===== config.mk =====
export PLATFORM = sky130hd
export DESIGN_NAME = taxi_eth_tx_tag_mgr
export DESIGN_NICKNAME = d
export VERILOG_FILES = /design/src/rtl/taxi_eth_tx_tag_mgr_pkg.sv /design/src/rtl/taxi_eth_tx_tag_mgr_prio_enc.sv /design/src/rtl/taxi_eth_tx_tag_mgr.sv
export SDC_FILE = /design/constraint.sdc
export NUM_CORES = 1
export LEC_CHECK = 0
export CAP_MARGIN = 20
export CORE_ASPECT_RATIO = 0.8
export CORE_MARGIN = 2
export CORE_UTILIZATION = 39
export DETAILED_ROUTE_END_ITERATION = 8
export MAX_ROUTING_LAYER = met4
export PLACE_DENSITY = 0.68
export SYNTH_ARGS = -nofsm -noshare
export SYNTH_HDL_FRONTEND = slang
export SYNTH_SLANG_ARGS = --single-unit

===== constraint.sdc =====
create_clock -name clk -period 5.6 [get_ports clk]
set_input_delay 0.56 -clock clk [delete_from_list [all_inputs] [get_ports clk]]
set_output_delay 0.56 -clock clk [all_outputs]
set_load 0.01 [all_outputs]

===== src/rtl/taxi_eth_tx_tag_mgr_pkg.sv =====
// ----------------------------------------------------------------------------
// taxi_eth_tx_tag_mgr_pkg
//
// Purpose:
//   Shared types for the Ethernet TX tag manager. The block widths come from
//   module parameters, so this package only holds the classification of an
//   incoming MAC completion. The top level decodes that classification once
//   and uses it in several places.
//
// Contents:
//   cpl_kind_e - result of looking up an accepted completion in the tag
//                bitmap (nothing accepted / live tag / unallocated tag).
// ----------------------------------------------------------------------------
package taxi_eth_tx_tag_mgr_pkg;

    typedef enum logic [1:0] {
        CPL_NONE     = 2'd0,
        CPL_HIT      = 2'd1,
        CPL_SPURIOUS = 2'd2
    } cpl_kind_e;

endpackage : taxi_eth_tx_tag_mgr_pkg


===== src/rtl/taxi_eth_tx_tag_mgr_prio_enc.sv =====
// ----------------------------------------------------------------------------
// taxi_prio_enc
//
// Purpose:
//   LSB-priority encoder. It returns the index of the lowest set bit of
//   i_bits. The tag manager feeds it the inverted allocation bitmap, so the
//   result is the lowest free tag.
//
// Ports:
//   i_bits  [WIDTH-1:0] : request vector, bit 0 has the highest priority
//   o_index [IDX_W-1:0] : index of the lowest set bit (0 when none is set)
//   o_valid             : high when at least one bit of i_bits is set
// ----------------------------------------------------------------------------
module taxi_prio_enc #(
    parameter int WIDTH = 16,
    parameter int IDX_W = (WIDTH > 1) ? $clog2(WIDTH) : 1
) (
    input  logic [WIDTH-1:0] i_bits,
    output logic [IDX_W-1:0] o_index,
    output logic             o_valid
);

    logic [IDX_W-1:0] w_index;
    logic             w_valid;

    // The loop scans from the top bit down to bit 0. The last match it
    // writes is therefore the lowest set bit, which gives LSB priority.
    always_comb begin
        w_index = '0;
        w_valid = 1'b0;
        for (int i = WIDTH - 1; i >= 0; i--) begin
            if (i_bits[i]) begin
                w_index = IDX_W'(i);
                w_valid = 1'b1;
            end
        end
    end

    assign o_index = w_index;
    assign o_valid = w_valid;

endmodule : taxi_prio_enc


===== src/rtl/taxi_eth_tx_tag_mgr.sv =====
// ----------------------------------------------------------------------------
// taxi_eth_tx_tag_mgr
//
// Purpose:
//   Manages the tags of outstanding Ethernet TX frames. The host allocates a
//   tag together with a cookie. When the MAC later reports that the frame was
//   sent, the MAC completion (tag plus timestamp) is converted into a host
//   completion that carries the stored cookie. The tag then returns to the
//   pool. A completion for a tag that is not allocated is dropped and
//   reported on err_spurious.
//
// Parameters:
//   TAG_W    : tag width, pool size N = 2**TAG_W
//   COOKIE_W : host cookie width
//   TS_W     : completion timestamp width
//
// Ports:
//   clk, rst_n                  : clock and asynchronous active-low reset
//   req_valid / req_ready       : tag allocation handshake
//   req_cookie                  : cookie stored at the granted tag
//   req_tag                     : granted tag (lowest free), valid with req_ready
//   s_cpl_valid / s_cpl_ready   : MAC completion handshake
//   s_cpl_tag, s_cpl_ts         : MAC completion tag and timestamp
//   m_cpl_valid / m_cpl_ready   : host completion handshake
//   m_cpl_cookie/_ts/_tag       : host completion payload
//   inflight                    : number of allocated tags (0..N)
//   err_spurious                : one-cycle pulse for an unallocated completion
// ----------------------------------------------------------------------------
module taxi_eth_tx_tag_mgr
    import taxi_eth_tx_tag_mgr_pkg::*;
#(
    parameter int TAG_W    = 4,
    parameter int COOKIE_W = 32,
    parameter int TS_W     = 96
) (
    input  logic                clk,
    input  logic                rst_n,

    input  logic                req_valid,
    output logic                req_ready,
    input  logic [COOKIE_W-1:0] req_cookie,
    output logic [TAG_W-1:0]    req_tag,

    input  logic                s_cpl_valid,
    output logic                s_cpl_ready,
    input  logic [TAG_W-1:0]    s_cpl_tag,
    input  logic [TS_W-1:0]     s_cpl_ts,

    output logic                m_cpl_valid,
    input  logic                m_cpl_ready,
    output logic [COOKIE_W-1:0] m_cpl_cookie,
    output logic [TS_W-1:0]     m_cpl_ts,
    output logic [TAG_W-1:0]    m_cpl_tag,

    output logic [TAG_W:0]      inflight,
    output logic                err_spurious
);

    localparam int N = 2 ** TAG_W;

    logic                r_active;
    logic [N-1:0]        r_bitmap;
    logic [N-1:0]        w_bitmap_next;
    logic [N-1:0]        w_free_bits;
    logic [TAG_W:0]      r_inflight;
    logic [COOKIE_W-1:0] r_cookie_mem [N];

    logic [TAG_W-1:0]    w_free_idx;
    logic                w_free_valid;
    logic                w_alloc;
    logic                w_cpl_fire;
    cpl_kind_e           w_cpl_kind;
    logic [COOKIE_W-1:0] w_cookie_rd;

    logic                r_m_valid;
    logic [COOKIE_W-1:0] r_m_cookie;
    logic [TS_W-1:0]     r_m_ts;
    logic [TAG_W-1:0]    r_m_tag;
    logic                r_err;

    assign w_free_bits = ~r_bitmap;

    taxi_prio_enc #(
        .WIDTH (N),
        .IDX_W (TAG_W)
    ) u_free_enc (
        .i_bits  (w_free_bits),
        .o_index (w_free_idx),
        .o_valid (w_free_valid)
    );

    // r_active is low while reset is asserted and rises on the first clock
    // edge after release. It gates both ready signals, so the block accepts
    // nothing until it has seen a clean edge out of reset.
    assign req_ready   = r_active && w_free_valid;
    assign req_tag     = w_free_idx;
    assign s_cpl_ready = r_active && (!r_m_valid || m_cpl_ready);

    assign w_alloc     = req_valid && req_ready;
    assign w_cpl_fire  = s_cpl_valid && s_cpl_ready;
    assign w_cookie_rd = r_cookie_mem[s_cpl_tag];

    // The completion is classified against the bitmap as it was before the
    // edge. A tag that is being granted in this same cycle is still clear, so
    // a completion for it is treated as spurious.
    always_comb begin
        w_cpl_kind = CPL_NONE;
        if (w_cpl_fire) begin
            w_cpl_kind = r_bitmap[s_cpl_tag] ? CPL_HIT : CPL_SPURIOUS;
        end
    end

    // An alloc and a free can never target the same bit. The granted tag is
    // clear and the freed tag is set, so the set and the clear are
    // independent.
    always_comb begin
        w_bitmap_next = r_bitmap;
        if (w_alloc) begin
            w_bitmap_next[w_free_idx] = 1'b1;
        end
        if (w_cpl_kind == CPL_HIT) begin
            w_bitmap_next[s_cpl_tag] = 1'b0;
        end
    end

    // Pool state: the bitmap, the occupancy counter and the active flag.
    always_ff @(posedge clk or negedge rst_n) begin
        if (!rst_n) begin
            r_active   <= 1'b0;
            r_bitmap   <= '0;
            r_inflight <= '0;
        end else begin
            r_active <= 1'b1;
            r_bitmap <= w_bitmap_next;
            case ({w_alloc, (w_cpl_kind == CPL_HIT)})
                2'b10:   r_inflight <= r_inflight + 1'b1;
                2'b01:   r_inflight <= r_inflight - 1'b1;
                default: r_inflight <= r_inflight;
            endcase
        end
    end

    // The cookie store has no reset and is read asynchronously, so it maps
    // onto distributed RAM. Stale cookies are harmless because a cookie is
    // only read for a tag whose bitmap bit is set.
    always_ff @(posedge clk) begin
        if (w_alloc) begin
            r_cookie_mem[w_free_idx] <= req_cookie;
        end
    end

    // Single host-completion output register. When a valid completion is
    // accepted, the register is loaded from the incoming beat and the cookie
    // store. Otherwise it holds its contents and only drops valid once the
    // host takes the beat. A new beat can only arrive when the register is
    // empty or draining, because s_cpl_ready allows nothing else.
    always_ff @(posedge clk or negedge rst_n) begin
        if (!rst_n) begin
            r_m_valid  <= 1'b0;
            r_m_cookie <= '0;
            r_m_ts     <= '0;
            r_m_tag    <= '0;
            r_err      <= 1'b0;
        end else begin
            r_err <= (w_cpl_kind == CPL_SPURIOUS);
            if (w_cpl_kind == CPL_HIT) begin
                r_m_valid  <= 1'b1;
                r_m_cookie <= w_cookie_rd;
                r_m_ts     <= s_cpl_ts;
                r_m_tag    <= s_cpl_tag;
            end else if (m_cpl_ready) begin
                r_m_valid <= 1'b0;
            end
        end
    end

    assign m_cpl_valid  = r_m_valid;
    assign m_cpl_cookie = r_m_cookie;
    assign m_cpl_ts     = r_m_ts;
    assign m_cpl_tag    = r_m_tag;
    assign inflight     = r_inflight;
    assign err_spurious = r_err;

endmodule : taxi_eth_tx_tag_mgr


==> out/summary.txt, run 1 <==
================================================================================
Antenna viol nets, final                                                       0
Initial standard-cell utilization of the core                              39.4%
RePlAce Congestion                                                         0.886
Final Hold Vio Count                                                           0
Net total in the final layout                                               1689
Crit. path cell count                                                         14
Share of the cycle needed by the critical path after routing               69.8%
Root buffer selected by CTS                                         sky130_fd_sc_hd__clkbuf_16
Total Wirelength                                                        59000 µm
Sum of buffers and inverters on the critical path                              2
DR vias/cell                                                                5.34
Flop and latch count out of synthesis                                        668
Count of buffers from port buffering                                         281
Leading register cell type out of synthesis                         sky130_fd_sc_hd__edfxtp_1
Placed cell area                                                      0.0297 mm²
Post-route clock skew                                                  0.0213 ns
Number of buffers created by CTS                                              68
Worst Setup Start Kind                                                  register
Cell Area, Synth                                                      0.0259 mm²
Pleak                                                                    10.8 nW
Syn nets                                                                    1375
Most area-consuming cells after synthesis                           sky130_fd_sc_hd__edfxtp_1, sky130_fd_sc_hd__dfrtp_1, sky130_fd_sc_hd__mux4_2
Share of power burned in combinational logic                               20.3%
Crit-path cells                                                     mux4_2 > o21ai_1 > or4_1 > buf_4 > and2_4 > inv_8 > ha_1 > xor2_1 > ha_1 > nor2b_1 > a22oi_1 > o32a_1 > nor2_1 > xor2_1
Number of global-route vias before repair                                  13500
Timing-limited maximum frequency                                         256 MHz
Combined global-route utilization of all metal layers                      17.9%
Share of total power consumed by net switching                             25.5%
Floorplan die height                                                      234 µm
Worst endpoint data arrival time                                         4.43 ns
Layout cell share with drive strength beyond 1                             26.5%
Relative area change from synthesis to final layout                        23.1%
Initial drt markers                                                         1188
Avg Inst Size Synth                                                     20.9 µm²
Max Root-Sink Buffers                                                          3
# rows                                                                        84
Internal power contribution                                              10.0 mW
Placed wire-length estimate after detailed placement                    34500 µm
Number of synthesized flops with an enable pin                               512
Clock Sink Count                                                             668
Final design area excluding fillers                                   0.0318 mm²
Worst hold path type                                                input port to asynchronous set/reset pin
Router iterations before antenna repair                                        7
Synth warnings                                                                 0
Area share of the leading cell type in the synthesized netlist             59.4%
Number of library cell types mapped by synthesis                              52
Cell at the slowest stage of the critical path                      sky130_fd_sc_hd__dfrtp_1
RSZ-0062 raised after global routing                                          no
Die Outline Area                                                      0.0684 mm²
Synth Instances                                                             1235
Critical Path Sink Type                                                 register
Number of antenna violations at the first check in global routing              3
Worst-skew pair later-pin latency                                        0.61 ns
Number of buffers inserted by hold repair at cts                               0
Overall power                                                            13.4 mW
Remaining DRCs                                                                 0
Setup violators final                                                          0
I/O pins                                                                     282
Category of the most critical setup path                            register to register
Total core area                                                       0.0657 mm²
Largest net degree at the start of global routing                            106
Status                                                              finished, final reports clean
Proportion of synthesized chip area in sequential cells                    74.5%
Total negative slack                                                        0 ns
Part of the total power dissipated in the clock network                    32.1%
CP Data Required Time                                                    6.12 ns
Cell count of the worst reg-to-reg path                                       14
Wire length of the first global-routing pass                            88000 µm
Post-CTS setup buffers                                                         0
Maximum fanout encountered on the critical timing path                        27
Ys async rst share                                                         23.4%
Number of vias in the routed layout                                        13200
Measured slew at the worst slew-check pin                                1.09 ns
Clock slew at reported path FFs                                          0.06 ns
Largest delay contributor family on the critical path               simple AND/OR/NAND/NOR gates
Post-synthesis cell type with the largest combined area             sky130_fd_sc_hd__edfxtp_1
Cell count after placement                                                  2338
Share of the core filled with cells in the final layout                    48.5%
Pins over their slew limit                                                     0
Net switching component of the power                                     3.42 mW
Residual overflow from global routing                                          0
Post-detailed-route wirelength per cell                                  23.9 µm
PostCTS Resize Cnt                                                             0
Max-cap violation count                                                        0
CTS H-tree lvls                                                                3
Non-filler instance count after layout                                      2464
Normalized max-slew margin                                                 27.2%
Clock tree from TritonCTS                                                    yes
Worst voltage drop across the vdd grid                                    208 µV
Proportion of power drawn by flip-flops and latches                        47.7%
Die Span X                                                                292 µm
Largest stage delay on the critical path                                 0.57 ns
Total power divided by cell area                                      422 mW/mm²
Minimum clock period after layout                                        3.91 ns
================================================================================
flip-flops by register name (all words and copies together) (netlist names):
register,flops
r_cookie_mem,512
m_cpl_ts,96
m_cpl_cookie,32
r_bitmap,16
inflight,5
m_cpl_tag,4
err_spurious,1
m_cpl_valid,1
r_active,1
final timing paths:
check                        startpoint                to  slack [ns]
setup / recovery            r_bitmap[0]       inflight[4]        1.69
hold / removal                    rst_n  m_cpl_cookie[19]        0.07
setup reg to reg            r_bitmap[0]       inflight[4]        1.69
hold reg to reg             inflight[4]       inflight[4]        0.48
max in group asynchronous         rst_n      r_bitmap[15]        4.49
min in group clk           s_cpl_tag[2]       r_bitmap[2]        0.39
layout make-up:
class / instances / area (µm²)
repair buffers: 311 / 3050
clock inverters: 33 / 279
multi-input cells: 494 / 6290
fillers: 5300 / 33800
flip-flops and latches: 668 / 19300
well taps: 860 / 1080
diodes: 3 / 7.51
inverters: 6 / 30.0
clock buffers: 89 / 1830
placed cells by master, fill, tap and decap left out, types with 3 or more instances in the layout:
cell type                         count
sky130_fd_sc_hd__a221oi_1            12
sky130_fd_sc_hd__clkbuf_1            18
sky130_fd_sc_hd__diode_2              3
sky130_fd_sc_hd__buf_4               28
sky130_fd_sc_hd__buf_6                3
sky130_fd_sc_hd__a21oi_1             18
sky130_fd_sc_hd__clkinv_1             7
sky130_fd_sc_hd__nor2b_1             17
sky130_fd_sc_hd__bufinv_16            3
sky130_fd_sc_hd__mux2i_1              3
sky130_fd_sc_hd__mux2_4              29
sky130_fd_sc_hd__nand3_1              7
sky130_fd_sc_hd__inv_1                5
sky130_fd_sc_hd__clkbuf_16           70
sky130_fd_sc_hd__o22a_1               7
sky130_fd_sc_hd__nand2b_1             6
sky130_fd_sc_hd__mux4_2             150
sky130_fd_sc_hd__edfxtp_1           512
sky130_fd_sc_hd__nand2_1             36
sky130_fd_sc_hd__clkinv_2            15
sky130_fd_sc_hd__o21ai_0             10
sky130_fd_sc_hd__mux2_2              92
sky130_fd_sc_hd__nor3_2               6
sky130_fd_sc_hd__nor2_4               8
sky130_fd_sc_hd__ha_1                 3
sky130_fd_sc_hd__a211o_1             14
sky130_fd_sc_hd__nand4_1              3
sky130_fd_sc_hd__clkdlybuf4s50_1    276
sky130_fd_sc_hd__and2_1               4
sky130_fd_sc_hd__a31oi_1              7
sky130_fd_sc_hd__xor2_1               5
sky130_fd_sc_hd__inv_6                3
sky130_fd_sc_hd__nor3_1               3
sky130_fd_sc_hd__o32a_1               3
sky130_fd_sc_hd__dfrtp_1            156
sky130_fd_sc_hd__nor2_1              24
power by group through the flow:
stage	Combinational [mW]	Sequential [mW]	Clock, mW
final	2.72	6.40	4.30
after CTS	2.77	6.41	4.42
after detailed placement	2.75	6.50	0
after global routing	2.90	6.47	4.62
after floorplan	1.07	6.61	0
after global placement	2.72	6.48	0
per-stage QoR:
stage / setup slack [ns] / hold slack [ns]
after global placement: 1.23 / 0.477
after floorplan: 1.30 / 0.264
after detailed placement: 1.21 / 0.479
final: 1.69 / 0.0715
after CTS: 1.72 / 0.0900
after global routing: 1.36 / 0.135
layer usage:
metal	wire length (µm)	track usage [%]	share of wire, %	up-vias
met5	0	-	0	-
met4	958	4.24	1.6	0
met3	4410	4.61	7.5	79
met2	28600	28.2	48	520
met1	25100	23.4	42	6900
li1	-	-	-	5654
cell usage after synthesis (12+ instances only):
cell,number
sky130_fd_sc_hd__mux4_2,150
sky130_fd_sc_hd__mux2_2,92
sky130_fd_sc_hd__nor2b_1,17
sky130_fd_sc_hd__clkbuf_1,21
sky130_fd_sc_hd__nand2_1,36
sky130_fd_sc_hd__dfrtp_1,156
sky130_fd_sc_hd__mux2_4,29
sky130_fd_sc_hd__a21oi_1,20
sky130_fd_sc_hd__buf_2,21
sky130_fd_sc_hd__edfxtp_1,512
sky130_fd_sc_hd__a221oi_1,12
sky130_fd_sc_hd__a211o_1,14
sky130_fd_sc_hd__nor2_1,32
kinds of logic after synthesis:
group / synth area share [%]
fa+ha+maj: 0.145
buf+inv: 1.60
flops: 74.5
mux: 18.9
xor+xnor: 0.203
compound gates: 2.31
other cells: 0.0145
simple gates: 2.36
(Power assumes the default switching activity.)
==> run 2: changes to the inputs <==
--- a/config.mk
+++ b/config.mk
@@ -11,7 +11,7 @@
 export CORE_UTILIZATION = 39
 export DETAILED_ROUTE_END_ITERATION = 8
 export MAX_ROUTING_LAYER = met4
-export PLACE_DENSITY = 0.68
+export PLACE_DENSITY = 0.7
 export SYNTH_ARGS = -nofsm -noshare
 export SYNTH_HDL_FRONTEND = slang
 export SYNTH_SLANG_ARGS = --single-unit
==> constraint.sdc (replaced) <==
create_clock -name clk -period 3.38 [get_ports clk]
set_input_delay 0.338 -clock clk [delete_from_list [all_inputs] [get_ports clk]]
set_output_delay 0.338 -clock clk [all_outputs]
set_load 0.01 [all_outputs]
==> run 2 against run 1 <==
Clock power rose by 68%. First-iteration DRC count rose by 11%. Power up 67%. Die area unchanged. Sequential power increased by 64%. Critical path type is now register to output pin. Via count increased by 0.75%. Wire length shrank 0.99%. Count of clock-buffer cells in the layout grew 6. Worst hold slack got worse by 0.029 ns.
==> out/summary.txt, run 2 (synthesis results as in run 1) <==
================================================================================
Worst Setup Start Kind                                                  register
Part of the total power dissipated in the clock network                    32.1%   about the same
Max Root-Sink Buffers                                                          3   unchanged
Worst hold path type                                                input port to register
Net total in the final layout                                               1710   +1.2%
Area taken by multi-input logic gates                                0.00633 mm²   +0.64%
Post-detailed-route wirelength per cell                                  23.5 µm   -1.9%
# rows                                                                        84   unchanged
Layout cell share with drive strength beyond 1                             27.3%   +0.81 points
Router iterations before antenna repair                                        8   +1
Routing usage on met3                                                      4.12%   -0.48 points
Share of total power consumed by net switching                             25.5%   about the same
Post-route clock skew                                                  0.0214 ns   +0.0000442 ns
Placed wire-length estimate after detailed placement                    33900 µm   -1.6%
Number of vias in the routed layout                                        13300   +0.75%
Combined global-route utilization of all metal layers                      17.6%   -0.21 points
Most frequent cells in the layout                                   sky130_fd_sc_hd__edfxtp_1, sky130_fd_sc_hd__clkdlybuf4s50_1, sky130_fd_sc_hd__dfrtp_1
Total negative slack                                                        0 ns   unchanged
Pleak                                                                    11.0 nW   +1.5%
RePlAce Congestion                                                         0.825   -6.9%
Critical Path Sink Type                                               output pin
Category of the most critical setup path                            register to output pin
Seq. cell area                                                        0.0193 mm²   unchanged
Minimum clock period after layout                                        3.20 ns
Antenna viol nets, final                                                       0   unchanged
I/O pins                                                                     282   unchanged
Share of the cycle needed by the critical path after routing               94.6%
Die Span X                                                                292 µm   unchanged
Die Outline Area                                                      0.0684 mm²   unchanged
CTS H-tree lvls                                                                3   unchanged
Fill cell count                                                             5256   -0.83%
Total core area                                                       0.0657 mm²   unchanged
Initial drt markers                                                         1318   +11%
Status                                                              finished, final reports clean
Measured slew at the worst slew-check pin                                1.10 ns   +0.00632 ns
Total Wirelength                                                        58400 µm   -0.99%
Top Usage Layer GRT                                                         met2
Remaining DRCs                                                                 0   unchanged
Post-CTS setup buffers                                                         0   unchanged
Worst endpoint data arrival time                                         2.86 ns   -1.57 ns
Root buffer selected by CTS                                         sky130_fd_sc_hd__clkbuf_16
WHS                                                                    0.0423 ns   -0.0291 ns
Normalized max-slew margin                                                 26.7%   -0.57 points
Cell count after placement                                                  2358   +0.86%
Maximum fanout encountered on the critical timing path                         5   -81%
Residual overflow from global routing                                          0   unchanged
Number of antenna violations at the first check in global routing              3   unchanged
Net switching component of the power                                     5.71 mW   +67%
Most common cell after layout, fill and taps aside                  sky130_fd_sc_hd__edfxtp_1
Number of global-route vias before repair                                  13600   +0.72%
Proportion of power drawn by flip-flops and latches                        47.0%   -0.7 points
Clock tree from TritonCTS                                                    yes
Clock slew at reported path FFs                                          0.06 ns   about the same
Fraction of met1 tracks used by global routing                             23.0%   -0.40 points
Internal power contribution                                              16.7 mW   +67%
Met2 track demand over resource in global routing                          28.0%   -0.16 points
Worst voltage drop across the vdd grid                                    315 µV   +51%
Max-cap violation count                                                        0   unchanged
DR vias/cell                                                                5.33   -0.15%
Initial standard-cell utilization of the core                              39.4%   unchanged
Clock Sink Count                                                             668   unchanged
Setup violators final                                                          0   unchanged
Floorplan die height                                                      234 µm   unchanged
Cell at the slowest stage of the critical path                      sky130_fd_sc_hd__o21ai_1
RSZ-0062 raised after global routing                                          no
CP Data Required Time                                                    3.04 ns   -3.08 ns
Largest stage delay on the critical path                                 0.59 ns   +0.02 ns
Final Hold Vio Count                                                           0   unchanged
Share of power burned in combinational logic                               20.8%   +0.5 points
Wire length of the first global-routing pass                            87400 µm   -0.67%
Number of buffers created by CTS                                              68   unchanged
Number of flip-flops in the largest register                                 512   unchanged
Pins over their slew limit                                                     0   unchanged
Biggest register                                                    r_cookie_mem
Worst-skew pair later-pin latency                                        0.60 ns   about the same
Largest net degree at the start of global routing                             93   -12%
Timing-limited maximum frequency                                         313 MHz
Total power divided by cell area                                      697 mW/mm²   +65%
Count of buffers from port buffering                                         281   unchanged
Crit-path cells                                                     nor2b_1 > o221ai_1 > a211oi_1 > o21ai_1 > inv_1 > clkdlybuf4s50_1
Relative area change from synthesis to final layout                        24.4%
Non-filler instance count after layout                                      2486   +0.89%
================================================================================
[run 2: changes by cell type in the layout (fill, tap and decap cells not counted), moves of 4 or more]
cell                       previous run  this run
sky130_fd_sc_hd__buf_4               28        40
sky130_fd_sc_hd__nor3_2               6         0
sky130_fd_sc_hd__buf_12               1         9
sky130_fd_sc_hd__clkinv_2            15        11
sky130_fd_sc_hd__nor3_4               0         6
sky130_fd_sc_hd__clkbuf_8             2         7
[run 2: path summary, 6_finish.rpt]
path | start | to | slack [ns] | depth (start not counted)
hold / removal | s_cpl_tag[0] | r_bitmap[3] | 0.04 | 2
min in group asynchronous | rst_n | m_cpl_ts[3] | 0.43 | 2
setup / recovery | r_bitmap[14] | req_tag[0] | 0.18 | 6
hold reg to reg | inflight[4] | inflight[4] | 0.47 | 1
max in group asynchronous | rst_n | m_cpl_ts[52] | 2.06 | 3
setup reg to reg | r_bitmap[7] | inflight[4] | 0.26 | 14
[run 2: critical path: cells and delay by family, from the launching register on]
family	cells	cell delay, ns
AO/OA/AOI/OAI	3	1.06
AND/OR/NAND/NOR	1	0.16
flip-flops	1	0.42
buffers and inverters	2	0.62
[run 2: power by group through the flow]
stage	Clock, mW	Combinational (mW)	Sequential (mW)
global route	7.72	4.98	10.7
CTS	7.38	4.75	10.6
global placement	0	4.65	10.6
finish	7.21	4.67	10.5
detailed placement	0	4.72	10.7
floorplan	0	1.80	10.9
[run 2: layout make-up]
cell class / count / area share [%]
diodes: 3 / 0.0233
clock buffers: 95 / 5.99
clock inverters: 28 / 0.696
inverters: 6 / 0.0933
multi-input cells: 494 / 19.7
flip-flops and latches: 668 / 59.9
well taps: 860 / 3.34
repair buffers: 332 / 10.3
[run 2: per-stage QoR]
step | total power, mW | utilization (%) | worst slack, ns | instance area, µm²
2_1_floorplan | 12.8 | - | -0.0843 | 25900
3_3_place_gp | 15.3 | 45.7 | 0.144 | 30000
3_5_place_dp | 15.4 | 45.7 | 0.0981 | 30000
4_1_cts | 22.7 | 49.0 | 0.160 | 32200
5_1_grt | 23.4 | 49.0 | 0.0363 | 32200
6_report | 22.4 | 49.0 | 0.182 | 32200
[run 2: metal layers]
layer	up-vias	routed length, µm
li1	5692	-
met1	6937	24100
met2	528	28700
met3	94	4340
met4	0	1270
met5	-	0
[run 2: timing repair]
action,CTS,global route
setup endpoints to repair,1,0
endpoints found under the hold margin,84,0
hold buffers,2,0
gates resized for setup,1,0
